[config.mk]
export PLATFORM = sky130hd
export DESIGN_NAME = ssp_bus_master
export DESIGN_NICKNAME = d
export VERILOG_FILES = /design/src/rtl/ssp_bus_master_pkg.sv /design/src/rtl/ssp_bus_master_rx_hold.sv /design/src/rtl/ssp_bus_master.sv
export SDC_FILE = /design/constraint.sdc
export NUM_CORES = 1
export LEC_CHECK = 0
export ABC_AREA = 1
export ABC_CLOCK_PERIOD_IN_PS = 1500
export BUFFER_PORTS_ARGS = -buffer_cell sky130_fd_sc_hd__buf_2
export CORE_MARGIN = 2
export CORE_UTILIZATION = 30
export CTS_CLUSTER_SIZE = 14
export DETAILED_ROUTE_END_ITERATION = 7
export GPL_TIMING_DRIVEN = 0
export PLACE_DENSITY = 0.65
export RECOVER_POWER = 50
export SLEW_MARGIN = 25
export SYNTH_ARGS = -nofsm -noshare
export SYNTH_HDL_FRONTEND = slang
export SYNTH_HIERARCHICAL = 1
export SYNTH_SLANG_ARGS = --single-unit
[constraint.sdc]
create_clock -name pclk -period 1.5 [get_ports pclk]
set_input_delay 0.075 -clock pclk [delete_from_list [all_inputs] [get_ports pclk]]
set_output_delay 0.075 -clock pclk [all_outputs]
set_load 0.02 [all_outputs]
[src/rtl/ssp_bus_master_pkg.sv]
// +----------------------------------------------------------------------+
// | ssp_bus_master_pkg: shared defaults and FSM encodings for the master |
// | Rev 1.0                                                              |
// +----------------------------------------------------------------------+
`default_nettype none

package ssp_bus_master_pkg;

  localparam int DATA_W_DEF   = 8;
  localparam int RX_DEPTH_DEF = 4;
  localparam int CNT_W_DEF    = 16;

  typedef logic [1:0] state_t;

  localparam logic [1:0] ST_IDLE   = 2'd0;
  localparam logic [1:0] ST_RD_REQ = 2'd1;
  localparam logic [1:0] ST_RD_CAP = 2'd2;

  // Width of the burst read counter; kept at least one bit for RX_DEPTH==1.
  function automatic int rd_cnt_width(input int depth);
    return (depth > 1) ? $clog2(depth) : 1;
  endfunction

endpackage

`default_nettype wire

[src/rtl/ssp_bus_master_rx_hold.sv]
// +----------------------------------------------------------------------+
// | ssp_rx_hold: one-entry rx_valid/rx_data output register              |
// | Rev 1.0                                                              |
// +----------------------------------------------------------------------+
`default_nettype none

module ssp_rx_hold #(
  parameter int DATA_W = 8
) (
  input  logic              clk_i,
  input  logic              clear_b_i,
  input  logic              load_i,
  input  logic              take_i,
  input  logic [DATA_W-1:0] load_data_i,
  output logic              valid_o,
  output logic [DATA_W-1:0] data_o
);

  logic              valid_q, valid_d;
  logic [DATA_W-1:0] data_q, data_d;

  // A load in the same cycle as a take wins, so back-to-back bytes never gap.
  always_comb begin
    valid_d = valid_q;
    data_d  = data_q;
    if (load_i) begin
      valid_d = 1'b1;
      data_d  = load_data_i;
    end else if (take_i) begin
      valid_d = 1'b0;
    end
  end

  always_ff @(posedge clk_i) begin
    if (!clear_b_i) begin
      valid_q <= 1'b0;
      data_q  <= '0;
    end else begin
      valid_q <= valid_d;
      data_q  <= data_d;
    end
  end

  assign valid_o = valid_q;
  assign data_o  = data_q;

endmodule

`default_nettype wire

[src/rtl/ssp_bus_master.sv]
// +----------------------------------------------------------------------+
// | ssp_bus_master: SSP bus initiator, tx pass-through and rx burst drain|
// | Optional macro SSP_MASTER_STATS_EN adds tx_count/rx_count counters.  |
// | Rev 1.0                                                              |
// +----------------------------------------------------------------------+
`default_nettype none

module ssp_bus_master
  import ssp_bus_master_pkg::*;
#(
  parameter int DATA_W   = DATA_W_DEF,
  parameter int RX_DEPTH = RX_DEPTH_DEF,
  parameter int CNT_W    = CNT_W_DEF
) (
  input  logic              pclk,
  input  logic              clear_b,
  input  logic              tx_valid,
  input  logic [DATA_W-1:0] tx_data,
  output logic              tx_ready,
  output logic              rx_valid,
  output logic [DATA_W-1:0] rx_data,
  input  logic              rx_ready,
  output logic              psel,
  output logic              pwrite,
  output logic [DATA_W-1:0] pwdata,
  input  logic [DATA_W-1:0] prdata,
  input  logic              ssptxintr,
  input  logic              ssprxintr,
  output logic [CNT_W-1:0]  tx_count,
  output logic [CNT_W-1:0]  rx_count
);

  localparam int             RCW     = rd_cnt_width(RX_DEPTH);
  localparam logic [RCW-1:0] RD_LAST = RCW'(RX_DEPTH - 1);

  state_t         state_q, state_d;
  logic [RCW-1:0] rd_cnt_q, rd_cnt_d;
  logic           cap;

  // Every bus output is gated by clear_b, so a reset cycle can never strobe.
  always_comb begin
    state_d  = state_q;
    rd_cnt_d = rd_cnt_q;
    tx_ready = 1'b0;
    psel     = 1'b0;
    pwrite   = 1'b0;
    pwdata   = '0;
    cap      = 1'b0;
    if (clear_b) begin
      case (state_q)
        ST_IDLE: begin
          tx_ready = !ssptxintr && !ssprxintr;
          if (ssprxintr) begin
            state_d  = ST_RD_REQ;
            rd_cnt_d = '0;
          end else if (tx_valid && !ssptxintr) begin
            psel   = 1'b1;
            pwrite = 1'b1;
            pwdata = tx_data;
          end
        end
        ST_RD_REQ: begin
          if (!rx_valid || rx_ready) begin
            psel    = 1'b1;
            state_d = ST_RD_CAP;
          end
        end
        ST_RD_CAP: begin
          cap      = 1'b1;
          rd_cnt_d = rd_cnt_q + 1'b1;
          state_d  = (rd_cnt_q == RD_LAST) ? ST_IDLE : ST_RD_REQ;
        end
        default: state_d = ST_IDLE;
      endcase
    end
  end

  always_ff @(posedge pclk) begin
    if (!clear_b) begin
      state_q  <= ST_IDLE;
      rd_cnt_q <= '0;
    end else begin
      state_q  <= state_d;
      rd_cnt_q <= rd_cnt_d;
    end
  end

  ssp_rx_hold #(
    .DATA_W (DATA_W)
  ) u_rx_hold (
    .clk_i       (pclk),
    .clear_b_i   (clear_b),
    .load_i      (cap),
    .take_i      (rx_valid && rx_ready),
    .load_data_i (prdata),
    .valid_o     (rx_valid),
    .data_o      (rx_data)
  );

`ifdef SSP_MASTER_STATS_EN
  logic [CNT_W-1:0] tx_count_q, rx_count_q;

  always_ff @(posedge pclk) begin
    if (!clear_b) begin
      tx_count_q <= '0;
      rx_count_q <= '0;
    end else begin
      if (psel && pwrite) tx_count_q <= tx_count_q + 1'b1;
      if (cap)            rx_count_q <= rx_count_q + 1'b1;
    end
  end

  assign tx_count = tx_count_q;
  assign rx_count = rx_count_q;
`else
  assign tx_count = '0;
  assign rx_count = '0;
`endif

endmodule

`default_nettype wire

==> results of run 1 <==
cells in the mapped netlist (all sizes together):
master / count
buf: 32
nor2: 31
inv: 20
dfxtp: 13
nand2: 11
o21ai: 9
a21oi: 3
nand3: 3
conb: 1
ha: 1
nand4: 1
nor3: 1
nor4: 1
per-stage QoR:
step | setup slack, ns | hold WS, ns | total power [uW] | area [um^2] | cells
floorplan | 0.319 | 0.196 | 572 | 991 | 158
global placement | 0.0224 | 0.300 | 625 | 1230 | 230
detailed placement | 0.0167 | 0.307 | 626 | 1230 | 230
CTS | 0.0980 | 0.0157 | 838 | 1270 | 234
global route | 0.0310 | 0.0275 | 879 | 1250 | 234
finish | 0.159 | 0.0206 | 830 | 1250 | 234
final timing paths:
kind	startpoint	to	slack, ns	cells after the start
max	state_q[1]$_SDFFE_PN0P_	pwdata[1]	0.16	4
min	prdata[6]	u_rx_hold/data_o[6]$_SDFFE_PN0P_	0.02	3
max reg2reg	state_q[1]$_SDFFE_PN0P_	u_rx_hold/data_o[4]$_SDFFE_PN0P_	0.16	5
min reg2reg	rd_cnt_q[1]$_SDFFE_PN0P_	rd_cnt_q[1]$_SDFFE_PN0P_	0.48	2
registers in the layout (all words and copies together) (netlist names):
register and cells:
state_q 2, rd_cnt_q 2, u_rx_hold/data_o 8, u_rx_hold/valid_o 1
critical path, cell delays in order, from the launching register on:
cell and delay (ns):
dfxtp_1 0.36, nor2_2 0.19, nand4_4 0.16, nor2_1 0.12, buf_2 0.17
routing by layer:
layer	part of all wire	GRT usage	vias up
met5	0	0	-
met4	0.022	0.0698	0
met3	0.16	0.0268	4
met2	0.39	0.128	57
met1	0.43	0.126	316
li1	-	-	470
where the power goes:
part	switching (uW)	internal (uW)	total (uW)	leakage, uW
combinational	152	100	252	0.000657
clock	106	103	209	0.0000150
sequential	10.9	358	369	0.000106
cell type report:
class	count	area, um^2
buffer	32	240
inverter	20	75.1
clock buffer	4	26.3
timing repair buffer	41	194
multi-input combinational	93	418
fill	305	1500
tap	31	38.8
sequential	13	262
logic make-up (layout without fill, tap and decap cells):
kind of cell / Yosys count / in the layout / share of synthesized area
other: 1 / 32 / 0.00429
AND/OR/NAND/NOR: 48 / 48 / 0.246
flip-flops: 13 / 13 / 0.298
AO/OA/AOI/OAI: 12 / 12 / 0.0772
buffers and inverters: 52 / 97 / 0.361
adder cells (fa/ha/maj): 1 / 1 / 0.0143
what timing repair did:
action	in CTS	in global routing
resized for setup	1	1
setup buffers	0	0
setup endpoints to repair	2	1
==> qor.txt, run 1 <==
RSZ-0062 raised after global routing - false
Worst Path Max Fanout - 9
vias post-DR - 847
Seq/Total Area, Yosys - 0.298
fin crit period - 1.34 ns
PwrDens - 662 nW/um^2
setup_tns - 0 ns
Final Skew - 0.000604 ns
first-pass GRT wire length - 2440 um
die footprint - 3360 um^2
Synth area leaders - dfxtp_1 (30%), buf_4 (27%), nor2_1 (12%)
Critical Path RT - 1.42 ns
Worst IR Drop VDD - 0.465 mV
port bufs - 41
Die Ht - 58.0 um
Sinks on Clock Net - 13
fin crit share - 0.894
synth unique cells - 16
critical path type - reg2out
WL per Instance - 7.34 um
Total Wirelength - 1720 um
fin. max-slew vios - 0
area grow syn2layout - 43.3%
die width - 58.0 um
Max Clk Rate - 0.746 GHz
largest net degree at the start of global routing - 14
drt pass-1 iters - 4
Routed Antenna Nets - 0
global-route total usage across every layer - 0.0943
num rows - 19
total grt overflow - 0
CTS tree - built
initial antenna violation count - 0
Mapped Area - 875 um^2
P_leak - 0.000778 uW
Syn. warnings - 6
final core occ - 0.455
number of diodes - 0
status - finished, final reports clean
CP endpoint kind - output port
vias in the first global route - 608
I/O pin cnt - 74
Clk Tree Root Cell - clkbuf_4
final setup vio count - 0
area leader, netlist - dfxtp_1
Core Box Area - 2760 um^2
layout cell share with drive strength beyond 1 - 0.379
cell count after synthesis - 127
Syn Area/Cell - 6.89 um^2
residual DRC count - 0
Min-Delay Path Class - in2reg
startpoint class of the critical path - flop
Initial Util - 0.317
CP Data Arrival Time - 1.27 ns
DR iter-0 viols - 15
placer congestion estimate - 0.690
Fin. Hold Viols - 0
Num CTS Buffers - 3
Total Nets Final - 227
CTS Buffer Depth - 2
H-tree levels - 1
most frequent cells in the layout - buf_4 (32), conb_1 (32), buf_2 (32), nor2_1 (29), inv_1 (16)
Detailed Place HPWL - 1370 um
post-synthesis register bit count - 13
max cap viols - 0
clk_lat worst skew - 0.27 ns
via-per-instance ratio - 3.62
CTS Hold Bufs - 0
CTS clk-pin slew, worst paths - 0.07 ns
post-synth top area share - 0.298
Power figures use the tool's default switching activity.
==> run 2, diff against run 1 <==
CTS_BUF_LIST = sky130_fd_sc_hd__clkbuf_4 sky130_fd_sc_hd__clkbuf_8   (was not set)
==> qor.txt, run 2 (synthesis gave the netlist of run 1 again) <==
met2 WL - 627 um (was 665 um)
critical path type - reg2out (unchanged)
Final Skew - 0.00211 ns (was 0.000604 ns)
port bufs - 41 (unchanged)
status - finished, final reports clean (unchanged)
Post-CTS Setup Bufs - 0 (unchanged)
CTS clk-pin slew, worst paths - 0.07 ns (about the same)
vias post-DR - 847 (unchanged)
Total Nets Final - 227 (unchanged)
total grt overflow - 0 (unchanged)
DR iter-0 viols - 15 (unchanged)
initial antenna violation count - 0 (unchanged)
max cap viols - 0 (unchanged)
setup_tns - 0 ns (unchanged)
CP endpoint kind - output port (unchanged)
Core Box Area - 2760 um^2 (unchanged)
Initial Util - 0.317 (unchanged)
H-tree levels - 1 (unchanged)
Sinks on Clock Net - 13 (unchanged)
die footprint - 3360 um^2 (unchanged)
Fin. Hold Viols - 0 (unchanged)
die width - 58.0 um (unchanged)
largest net degree at the start of global routing - 14 (unchanged)
num rows - 19 (unchanged)
area grow syn2layout - 43.8% (was 43.3%)
CTS Hold Bufs - 0 (unchanged)
global-route total usage across every layer - 0.0943 (unchanged)
fin crit share - 0.894 (about the same)
CTS Buffer Depth - 2 (unchanged)
hold_ws - 0.0224 ns (was 0.0206 ns)
met1 wire length - 748 um (was 739 um)
number of diodes - 0 (unchanged)
Num CTS Buffers - 3 (unchanged)
residual DRC count - 0 (unchanged)
placer congestion estimate - 0.690 (unchanged)
Min-Delay Path Class - in2reg (unchanged)
Worst Path Max Fanout - 9 (unchanged)
Total Wirelength - 1700 um (was 1720 um)
Detailed Place HPWL - 1370 um (unchanged)
Met3 Routed Length - 283 um (was 274 um)
Routed Antenna Nets - 0 (unchanged)
Max Clk Rate - 0.746 GHz (about the same)
RSZ-0062 raised after global routing - false (unchanged)
Clk Tree Root Cell - clkbuf_4 (unchanged)
startpoint class of the critical path - flop (unchanged)
WL per Instance - 7.25 um (was 7.34 um)
fin crit period - 1.34 ns (about the same)
highest metal used - met4 (unchanged)
via-per-instance ratio - 3.62 (unchanged)
CP Data Arrival Time - 1.27 ns (about the same)
final setup vio count - 0 (unchanged)
Critical Path RT - 1.42 ns (about the same)
fin. max-slew vios - 0 (unchanged)
drt pass-1 iters - 4 (unchanged)
first-pass GRT wire length - 2450 um (was 2440 um)
clk_lat worst skew - 0.27 ns (about the same)
Fillers - 304 (was 305)
most frequent cells in the layout - buf_4 (32), conb_1 (32), buf_2 (32), nor2_1 (29), inv_1 (16) (unchanged)
Die Ht - 58.0 um (unchanged)
P_leak - 0.000781 uW (was 0.000778 uW)
PwrDens - 674 nW/um^2 (was 662 nW/um^2)
Worst IR Drop VDD - 0.464 mV (was 0.465 mV)
CTS tree - built (unchanged)
Largest register FFs - 8 (unchanged)
vias in the first global route - 611 (was 608)
I/O pin cnt - 74 (unchanged)
layout cell share with drive strength beyond 1 - 0.384 (was 0.379)
==> run 2: area by class of cell <==
type / count / area, um^2 / share of cell area
multi-input combinational: 93 / 418 / 0.332
timing repair buffer: 41 / 194 / 0.154
buffer: 32 / 240 / 0.191
tap: 31 / 38.8 / 0.0308
inverter: 20 / 75.1 / 0.0597
clock buffer: 4 / 30.0 / 0.0239
sequential: 13 / 262 / 0.208
==> run 2: what timing repair did <==
| item | 4_1_cts | 5_1_grt |
|---|---|---|
| endpoints found under the setup margin | 1 | 1 |
| pin swaps | 0 | 0 |
| gates resized for setup | 1 | 1 |
==> run 2: layer usage <==
layer  track usage  vias to the layer above
li1              -                      471
met1         0.126                      316
met2         0.128                       56
met3        0.0268                        4
met4        0.0698                        0
met5             0                        -
==> run 2: critical path, cell delays in order (launching register included) <==
cell and delay (ns):
dfxtp_1 0.36, nor2_2 0.19, nand4_4 0.16, nor2_1 0.12, buf_2 0.17
==> run 2: final timing paths <==
path,slack [ns],depth (start not counted),end,startpoint
worst max-delay path,0.16,4,pwdata[1],state_q[1]$_SDFFE_PN0P_
worst min-delay path,0.02,3,u_rx_hold/data_o[6]$_SDFFE_PN0P_,prdata[6]
worst max register to register,0.18,5,u_rx_hold/data_o[4]$_SDFFE_PN0P_,state_q[1]$_SDFFE_PN0P_
worst min register to register,0.48,2,rd_cnt_q[1]$_SDFFE_PN0P_,rd_cnt_q[1]$_SDFFE_PN0P_
==> run 2: where the power goes <==
group          internal [uW]  total [uW]  switching [uW]  leakage, uW
Sequential               358         369            10.8     0.000106
Clock                    121         227             106    0.0000184
Combinational            100         252             152     0.000657
Total                    579         848             269     0.000781
==> run 2: per-stage QoR <==
stage | setup WS, ns | total power [uW] | utilization | std cells | instance area (um^2)
6_report | 0.160 | 848 | 0.456 | 234 | 1260
5_1_grt | 0.0320 | 897 | 0.456 | 234 | 1260
4_1_cts | 0.0960 | 857 | 0.461 | 234 | 1270
3_5_place_dp | 0.0167 | 626 | 0.448 | 230 | 1230
3_3_place_gp | 0.0224 | 625 | 0.448 | 230 | 1230
2_1_floorplan | 0.319 | 572 | - | 158 | 991
==> run 3, diff against run 2 <==
GPL_TIMING_DRIVEN = not set   (was 0)
==> qor.txt, run 3 (synthesis gave the netlist of run 1 again) <==
final setup vio count - 0 (unchanged)
Place WS - 0.368 ns (was 0.0167 ns)
fin. max-slew vios - 0 (unchanged)
vias in the first global route - 582 (was 611)
DR iter-0 viols - 16 (was 15)
setup_tns - 0 ns (unchanged)
CTS clk-pin slew, worst paths - 0.08 ns (was 0.07 ns)
Fin. Hold Viols - 0 (unchanged)
largest net degree at the start of global routing - 14 (unchanged)
RSZ-0062 raised after global routing - false (unchanged)
H-tree levels - 1 (unchanged)
CP endpoint kind - output port (unchanged)
CTS Hold Bufs - 0 (unchanged)
CTS Buffer Depth - 2 (unchanged)
Worst IR Drop VDD - 0.523 mV (was 0.464 mV)
Max Clk Rate - 0.731 GHz (was 0.746 GHz)
fin crit share - 0.912 (was 0.894)
Largest register FFs - 8 (unchanged)
critical path type - reg2out (unchanged)
via-per-instance ratio - 3.79 (was 3.62)
global-route total usage across every layer - 0.0978 (was 0.0943)
status - finished, final reports clean (unchanged)
area grow syn2layout - 18.9% (was 43.8%)
number of diodes - 0 (unchanged)
initial antenna violation count - 0 (unchanged)
Final Skew - 0.00423 ns (was 0.00211 ns)
layout cell share with drive strength beyond 1 - 0.272 (was 0.384)
Total Nets Final - 197 (was 227)
Min-Delay Path Class - in2reg (unchanged)
CTS tree - built (unchanged)
Clk Tree Root Cell - clkbuf_4 (unchanged)
num rows - 19 (unchanged)
total grt overflow - 0 (unchanged)
reg2reg end - u_rx_hold/data_o[1]$_SDFFE_PN0P_ (was u_rx_hold/data_o[4]$_SDFFE_PN0P_)
max cap viols - 0 (unchanged)
R2R depth - 6 (was 5)
die width - 58.0 um (unchanged)
most frequent cells in the layout - conb_1 (32), buf_2 (32), nor2_1 (29), inv_1 (18), dfxtp_1 (12) (was buf_4 (32), conb_1 (32), buf_2 (32), nor2_1 (29), inv_1 (16))
Critical Path Sink - tx_ready (was pwdata[1])
Fillers - 308 (was 304)
Total Wirelength - 1610 um (was 1700 um)
Num CTS Buffers - 3 (unchanged)
reg2reg setup slack - 0.21 ns (was 0.18 ns)
Initial Util - 0.317 (unchanged)
die footprint - 3360 um^2 (unchanged)
residual DRC count - 0 (unchanged)
Sinks on Clock Net - 13 (unchanged)
CP Data Arrival Time - 1.29 ns (was 1.27 ns)
Routed Antenna Nets - 0 (unchanged)
Worst Path Max Fanout - 4 (was 9)
Detailed Place HPWL - 1240 um (was 1370 um)
P_leak - 0.000617 uW (was 0.000781 uW)
CP Launch Point - state_q[1]$_SDFFE_PN0P_ (unchanged)
WL per Instance - 7.88 um (was 7.25 um)
Die Ht - 58.0 um (unchanged)
PwrDens - 766 nW/um^2 (was 674 nW/um^2)
drt pass-1 iters - 4 (unchanged)
I/O pin cnt - 74 (unchanged)
Core Box Area - 2760 um^2 (unchanged)
placer congestion estimate - 0.771 (was 0.690)
fin crit period - 1.37 ns (was 1.34 ns)
final worst slack - 0.132 ns (was 0.160 ns)
r2r startpoint - state_q[1]$_SDFFE_PN0P_ (unchanged)
port bufs - 41 (unchanged)
vias post-DR - 774 (was 847)
clk_lat worst skew - 0.28 ns (was 0.27 ns)
first-pass GRT wire length - 2520 um (was 2450 um)
Critical Path RT - 1.42 ns (about the same)
startpoint class of the critical path - flop (unchanged)
run 3: changes by cell type in the layout (fill, tap and decap cells not counted):
cell | previous run | this run
nor2_4 | 0 | 1
inv_2 | 4 | 2
nor3_4 | 1 | 0
a21oi_1 | 2 | 1
nand4_2 | 0 | 1
a21oi_2 | 1 | 2
inv_1 | 16 | 18
nor3_2 | 0 | 1
nor2_2 | 2 | 1
buf_4 | 32 | 1
run 3: what timing repair did:
item / in CTS / in global routing
buffers inserted: 0 / 0
endpoints found under the setup margin: 0 / 2
gates resized for setup: 0 / 2
run 3: where the power goes:
| part | leakage [uW] | switching, uW | total, uW | internal [uW] |
|---|---|---|---|---|
| logic | 0.000493 | 144 | 191 | 46.9 |
| clock network | 0.0000184 | 115 | 237 | 121 |
| registers | 0.000106 | 11.0 | 369 | 358 |
run 3: how the worst min path moves through the flow:
stage | to | cells past startpoint | slack [ns] | start
after CTS | u_rx_hold/data_o[4]$_SDFFE_PN0P_ | 3 | 0.004 | prdata[4]
after detailed placement | u_rx_hold/data_o[5]$_SDFFE_PN0P_ | 3 | 0.30 | prdata[5]
after floorplan | rd_cnt_q[0]$_SDFFE_PN0P_ | 2 | 0.20 | clear_b
after global routing | u_rx_hold/data_o[2]$_SDFFE_PN0P_ | 3 | 0.01 | prdata[2]
final | u_rx_hold/data_o[4]$_SDFFE_PN0P_ | 3 | 0.02 | prdata[4]
after global placement | u_rx_hold/data_o[2]$_SDFFE_PN0P_ | 3 | 0.30 | prdata[2]
run 3: routing by layer:
metal,GRT usage,wire length (um),vias up
met2,0.125,617,55
met1,0.129,727,302
met4,0.0399,19,0
li1,-,-,413
met3,0.0625,243,4
met5,0,0,-
run 3: critical path: stages (launching register included):
cell and delay, ns:
dfxtp_1 0.36, inv_1 0.11, nand2_1 0.09, nor4_1 0.22, buf_2 0.22
run 3: area by class of cell:
class                      instances  area (um^2)  area share
multi-input combinational         94          433       0.416
sequential                        13          262       0.252
clock buffer                       4         30.0      0.0289
inverter                          20         75.1      0.0722
timing repair buffer              42          201       0.194
tap                               31         38.8      0.0373
run 3: per-stage QoR:
stage          cells  hold slack [ns]  total power, uW  area, um^2  utilization
3_5_place_dp     199            0.302              563        1000        0.363
2_1_floorplan    158            0.196              572         991            -
5_1_grt          204           0.0139              853        1040        0.377
3_3_place_gp     199            0.298              564        1000        0.363
6_report         204           0.0153              796        1040        0.377
4_1_cts          203          0.00437              802        1030        0.374
